**src/rtl/shifter_seq.sv**
```systemverilog
// rtl/shifter_seq.sv - multi-cycle shift engine, up to 3 bit positions per clock
module shifter_seq #(
  parameter  int WIDTH = 8,
  localparam int SW    = $clog2(WIDTH)
) (
  input  logic             clk,
  input  logic             reset_n,
  input  logic             start,
  input  logic [1:0]       op,
  input  logic [SW-1:0]    shamt,
  input  logic [WIDTH-1:0] d_in,
  output logic [WIDTH-1:0] d_out,
  output logic             busy,
  output logic             done
);

  typedef enum logic [1:0] {
    IDLE  = 2'd0,
    SHIFT = 2'd1,
    DONE  = 2'd2
  } state_t;

  localparam logic [1:0] OP_LSL = 2'b00;
  localparam logic [1:0] OP_LSR = 2'b01;
  localparam logic [1:0] OP_ASR = 2'b10;

  state_t           state_q, state_d;
  logic [WIDTH-1:0] data_q, data_d;
  logic [SW-1:0]    rem_q, rem_d;
  logic [1:0]       mode_q, mode_d;

  logic [1:0]       step_k;
  logic [WIDTH-1:0] sh1, sh2, sh3, stepped;
  logic             fill;

  // Each bit picks from data shifted by 0..3 positions; the mode chooses the fill.
  always_comb begin
    fill = (mode_q == OP_ASR) ? data_q[WIDTH-1] : 1'b0;
    sh1  = data_q;
    sh2  = data_q;
    sh3  = data_q;
    case (mode_q)
      OP_LSL: begin
        sh1 = {data_q[WIDTH-2:0], 1'b0};
        sh2 = {data_q[WIDTH-3:0], 2'b00};
        sh3 = {data_q[WIDTH-4:0], 3'b000};
      end
      OP_LSR, OP_ASR: begin
        sh1 = {fill, data_q[WIDTH-1:1]};
        sh2 = {{2{fill}}, data_q[WIDTH-1:2]};
        sh3 = {{3{fill}}, data_q[WIDTH-1:3]};
      end
      default: begin
        sh1 = {data_q[0], data_q[WIDTH-1:1]};
        sh2 = {data_q[1:0], data_q[WIDTH-1:2]};
        sh3 = {data_q[2:0], data_q[WIDTH-1:3]};
      end
    endcase
  end

  always_comb begin
    step_k = (rem_q >= SW'(3)) ? 2'd3 : rem_q[1:0];
    case (step_k)
      2'd1:    stepped = sh1;
      2'd2:    stepped = sh2;
      2'd3:    stepped = sh3;
      default: stepped = data_q;
    endcase
  end

  always_comb begin
    state_d = state_q;
    data_d  = data_q;
    rem_d   = rem_q;
    mode_d  = mode_q;
    case (state_q)
      IDLE, DONE: begin
        if (start) begin
          data_d  = d_in;
          mode_d  = op;
          rem_d   = shamt;
          state_d = (shamt != '0) ? SHIFT : DONE;
        end else begin
          state_d = IDLE;
        end
      end
      SHIFT: begin
        data_d = stepped;
        rem_d  = rem_q - SW'(step_k);
        if (rem_d == '0) state_d = DONE;
      end
      default: state_d = IDLE;
    endcase
  end

  always_ff @(posedge clk or negedge reset_n) begin
    if (!reset_n) begin
      state_q <= IDLE;
      data_q  <= '0;
      rem_q   <= '0;
      mode_q  <= 2'b00;
    end else begin
      state_q <= state_d;
      data_q  <= data_d;
      rem_q   <= rem_d;
      mode_q  <= mode_d;
    end
  end

  assign d_out = data_q;
  assign busy  = (state_q == SHIFT);
  assign done  = (state_q == DONE);

endmodule
```
**config.mk**
```make
export PLATFORM = sky130hd
export DESIGN_NAME = shifter_seq
export DESIGN_NICKNAME = d
export VERILOG_FILES = /design/src/rtl/shifter_seq.sv
export SDC_FILE = /design/constraint.sdc
export NUM_CORES = 1
export LEC_CHECK = 0
export CAP_MARGIN = 30
export CORE_MARGIN = 4
export CORE_UTILIZATION = 45
export DETAILED_ROUTE_END_ITERATION = 16
export HOLD_SLACK_MARGIN = 0.06
export PLACE_DENSITY = 0.75
export SLEW_MARGIN = 20
export SYNTH_ARGS = -nofsm -noshare
export SYNTH_HDL_FRONTEND = slang
export SYNTH_SLANG_ARGS = --single-unit
```
**constraint.sdc**
```tcl
create_clock -name clk -period 1.5 [get_ports clk]
set_input_delay 0.15 -clock clk [delete_from_list [all_inputs] [get_ports clk]]
set_output_delay 0.15 -clock clk [all_outputs]
set_load 0.01 [all_outputs]
```
==> results.sh <==
export IMPL_clockRootBuffer="sky130_fd_sc_hd__clkbuf_4"
export IMPL_worst_path_max_delay_cell="sky130_fd_sc_hd__dfrtp_1"
export IMPL_setup_ws_pre_cts_ns=-0.275
export IMPL_io_buffer_count=25
export IMPL_ioPinCount=26
export IMPL_crit_family="compound AO/OA/AOI/OAI gates"
export IMPL_post_route_period_util_pct=116
export IMPL_drt_drc_violations_left=0
export IMPL_fin_worst_skew_ns=0.00331
export IMPL_setup_worst_path_start="mode_q[1]"
export IMPL_grt_start_max_net_pins=16
export IMPL_drtAntennaViolNets=0
export IMPL_cts_max_path_buffers=2
export IMPL_worstPathArrival_ns=1.91
export IMPL_timing_reg2reg_worst_path_depth=7
export IMPL_die_area_um2=3550
export IMPL_timing_setup_critical_path_class="flip-flop to flip-flop"
export IMPL_r2r_slack_ns=-0.23
export IMPL_wire_length_of_the_first_global_routing_pass_um=6220
export IMPL_detail_route_vias_per_cell=5.87
export IMPL_yosysWarnings=0
export IMPL_dpl_cell_area_um2=1660
export IMPL_critPathMaxFanout=8
export IMPL_synth_sequential_area_ratio_pct=31.4
export IMPL_clock_latency_ns=0.30
export IMPL_tritoncts_clock_tree="yes"
export IMPL_timing_hold_worst_class="input port to asynchronous set/reset pin"
export IMPL_vdd_ir_drop_worst_mv=1.79
export IMPL_final_design_area_no_fill_um2=1840
export IMPL_grt_setup_unrepaired="true"
export IMPL_dp_hpwl_um=2810
export IMPL_max_stage_delay_on_crit_path_ns=0.43
export IMPL_die_y_um=59.6
export IMPL_avgRoutedWirePerCell_um=16.9
export IMPL_grtUsageTotal_pct=23.6
export IMPL_worst_ep_required_time_ns=1.68
export IMPL_layout_cells_sized_above_1_pct=36.9
export IMPL_residual_overflow_from_global_routing=0
export IMPL_synthesis_area_um2=1200
export IMPL_utilization_pct=73.6
export IMPL_hold_violation_count_in_the_final_report=0
export IMPL_num_rows=18
export IMPL_power_density_cell_area_nw_per_um2=2680
export IMPL_number_of_antenna_diodes=0
export IMPL_max_slew_worst_pin_slew_ns=0.320
export IMPL_cts_made_buffers=3
export IMPL_finalNonFillerCells=236
export IMPL_dp_cells=224
export IMPL_crit_path_end="d_out[6]"
export IMPL_finalPower_mw=4.93
export IMPL_drt_initial_drc_count=92
export IMPL_antenna_violations_before_repair=0
export IMPL_rr_endpoint="d_out[6]"
export IMPL_netlist_cell_type_count=36
export IMPL_grt_util_met3_pct=4.79
export IMPL_cts_hold_repair_buffers=0
export IMPL_starting_density_of_the_core_pct=47.8
export IMPL_clock_sink_count=15
export IMPL_worstPathBufferInverterCount=1
export IMPL_run_status="complete, but fails checks"
export IMPL_chipWidth_um=59.6
export IMPL_worst_path_stages=7
export IMPL_fin_nets=227
export IMPL_final_period_minus_worst_setup_slack_ns=1.73
export IMPL_grt_util_met2_pct=39.3
export IMPL_cts_htree_levels=1
export IMPL_number_of_slew_limit_violations_in_the_final_report=0
export IMPL_use_met1_pct=29.3
export IMPL_synthCells=148
export IMPL_grt_pass1_vias=1315
export IMPL_worst_r2r_startpoint="mode_q[1]"
export IMPL_timing_setup_tns_ns=-1.52
export IMPL_final_fill_count=169
export IMPL_crit_chain="inv_2 -> ha_4 -> or2_4 -> a22oi_2 -> a21oi_2 -> a2111oi_2 -> a211oi_1"
export IMPL_timing_slew_headroom_pct=78.6
export IMPL_path_clk_slew_ns=0.10
export IMPL_synth_fp_nets=168
export IMPL_violations_in_the_final_reports="setup timing"
export IMPL_drtPass1Iterations=4
export IMPL_ys_ff_latch=15
export IMPL_max_clock_freq_ghz=0.577
export IMPL_globalplace_congestion=1.02
export IMPL_core_area_um2=2500
export IMPL_worst_hold_slack_ns=0.151
export IMPL_timing_final_setup_violations=8
export IMPL_busiest_layer="met2"
export IMPL_synthesis_area_per_instance_um2=8.08
export IMPL_vias=1386
export IMPL_kind_of_end_point_of_the_critical_path="flip-flop"
export IMPL_route_final_wire_length_um=4000
export IMPL_power_leakage_nw=0.795
export IMPL_layout_setup_ws_ns=-0.234
export IMPL_setup_worst_path_start_class="flip-flop"
export IMPL_area_growth_pct=53.8
export IMPL_cap_viol_max_count=0
## worst min-delay path by stage
stage	to	slack (ns)
2_1_floorplan	d_out[0]	-0.15
3_3_place_gp	d_out[4]	0.48
3_5_place_dp	d_out[4]	0.49
4_1_cts	d_out[4]	0.17
5_1_grt	rem_q[0]	0.17
6_report	d_out[2]	0.15
## flip-flops by register name, summed over array words and instances, names as in the netlist
signal	count
state_q	2
d_out	8
mode_q	2
rem_q	3
## power by group
part	leakage (nW)	internal [mW]	switching [mW]
combinational	0.605	1.87	1.93
sequential	0.175	0.631	0.231
clock	0.0150	0.104	0.155
total	0.795	2.61	2.32
## metal layers
metal  part of all wire [%]  wire length [um]
met1                     41              1620
met2                     49              1950
met3                    7.4               294
met4                    3.1               124
met5                      0                 0
## synth_stat cells
| cell type | count | area share, % |
|---|---|---|
| sky130_fd_sc_hd__a22oi_1 | 7 | 4.4 |
| sky130_fd_sc_hd__o31ai_1 | 2 | 1.3 |
| sky130_fd_sc_hd__nor2_1 | 7 | 2.2 |
| sky130_fd_sc_hd__nor3_1 | 3 | 1.3 |
| sky130_fd_sc_hd__a221oi_2 | 1 | 1.3 |
| sky130_fd_sc_hd__dfrtp_1 | 15 | 31 |
| sky130_fd_sc_hd__o2111ai_2 | 1 | 1.3 |
| sky130_fd_sc_hd__nand2_1 | 22 | 6.9 |
| sky130_fd_sc_hd__a22o_1 | 3 | 2.2 |
| sky130_fd_sc_hd__nor4_1 | 1 | 0.52 |
| sky130_fd_sc_hd__ha_1 | 4 | 4.2 |
| sky130_fd_sc_hd__o21a_1 | 1 | 0.63 |
| sky130_fd_sc_hd__o21ai_1 | 3 | 1.3 |
| sky130_fd_sc_hd__o221ai_1 | 1 | 0.73 |
| sky130_fd_sc_hd__o21ai_0 | 8 | 3.3 |
| sky130_fd_sc_hd__o32ai_1 | 4 | 2.9 |
| sky130_fd_sc_hd__a21oi_2 | 1 | 0.73 |
| sky130_fd_sc_hd__nor2_4 | 1 | 0.94 |
| sky130_fd_sc_hd__o22ai_1 | 4 | 2.1 |
| sky130_fd_sc_hd__buf_2 | 2 | 0.84 |
| sky130_fd_sc_hd__a21boi_0 | 1 | 0.63 |
| sky130_fd_sc_hd__or2_0 | 1 | 0.52 |
| sky130_fd_sc_hd__clkbuf_1 | 4 | 1.3 |
| sky130_fd_sc_hd__a211oi_1 | 4 | 2.5 |
| sky130_fd_sc_hd__or2_1 | 2 | 1.0 |
| sky130_fd_sc_hd__a221oi_1 | 1 | 0.73 |
| sky130_fd_sc_hd__nor2b_1 | 5 | 2.6 |
| sky130_fd_sc_hd__a21oi_1 | 13 | 5.4 |
| sky130_fd_sc_hd__nand2b_1 | 7 | 3.7 |
| sky130_fd_sc_hd__inv_1 | 9 | 2.8 |
| sky130_fd_sc_hd__buf_6 | 4 | 3.8 |
| sky130_fd_sc_hd__mux2i_1 | 2 | 1.7 |
| sky130_fd_sc_hd__xnor2_1 | 1 | 0.73 |
| sky130_fd_sc_hd__a31oi_1 | 1 | 0.52 |
| sky130_fd_sc_hd__a2111oi_0 | 1 | 0.73 |
| sky130_fd_sc_hd__o31ai_2 | 1 | 1.0 |
## cells by family after synthesis
logic type                 Yosys count  synth area share [%]
AOI/OAI and AO/OA                   58                  33.7
and+or+nand+nor                     49                  19.7
buffers and inverters               19                  8.68
DFF                                 15                  31.4
adders and majority gates            4                  4.18
muxes                                2                  1.67
xor gates and xnor gates             1                 0.732
## cell usage in the layout (no fill, tap or decap), types with 4 or more instances in the layout
master / Yosys / layout
sky130_fd_sc_hd__nor2_1: 7 / 6
sky130_fd_sc_hd__buf_4: 0 / 38
sky130_fd_sc_hd__o22ai_1: 4 / 4
sky130_fd_sc_hd__dfrtp_1: 15 / 9
sky130_fd_sc_hd__inv_1: 9 / 7
sky130_fd_sc_hd__a211oi_1: 4 / 4
sky130_fd_sc_hd__a22oi_2: 0 / 5
sky130_fd_sc_hd__a21oi_2: 1 / 4
sky130_fd_sc_hd__nand2_1: 22 / 21
sky130_fd_sc_hd__a21oi_1: 13 / 10
sky130_fd_sc_hd__clkdlybuf4s50_1: 0 / 20
sky130_fd_sc_hd__o21ai_1: 3 / 5
sky130_fd_sc_hd__o21ai_0: 8 / 4
sky130_fd_sc_hd__nand2b_1: 7 / 7
sky130_fd_sc_hd__dfrtp_2: 0 / 6
## final cells by class
class | count | area [um2] | share of cell area, %
well taps | 30 | 37.5 | 2.04
inverters | 9 | 33.8 | 1.84
multi-input cells | 114 | 811 | 44.1
flip-flops and latches | 15 | 383 | 20.8
clock buffers | 4 | 26.3 | 1.43
repair buffers | 64 | 548 | 29.8
## timing repair
item,4_1_cts,5_1_grt
resized for setup,14,20
pin swaps,9,8
endpoints found under the setup margin,14,16
endpoints found under the hold margin,0,0
setup buffers,2,6
No activity file was read; power rests on OpenSTA's default activity.
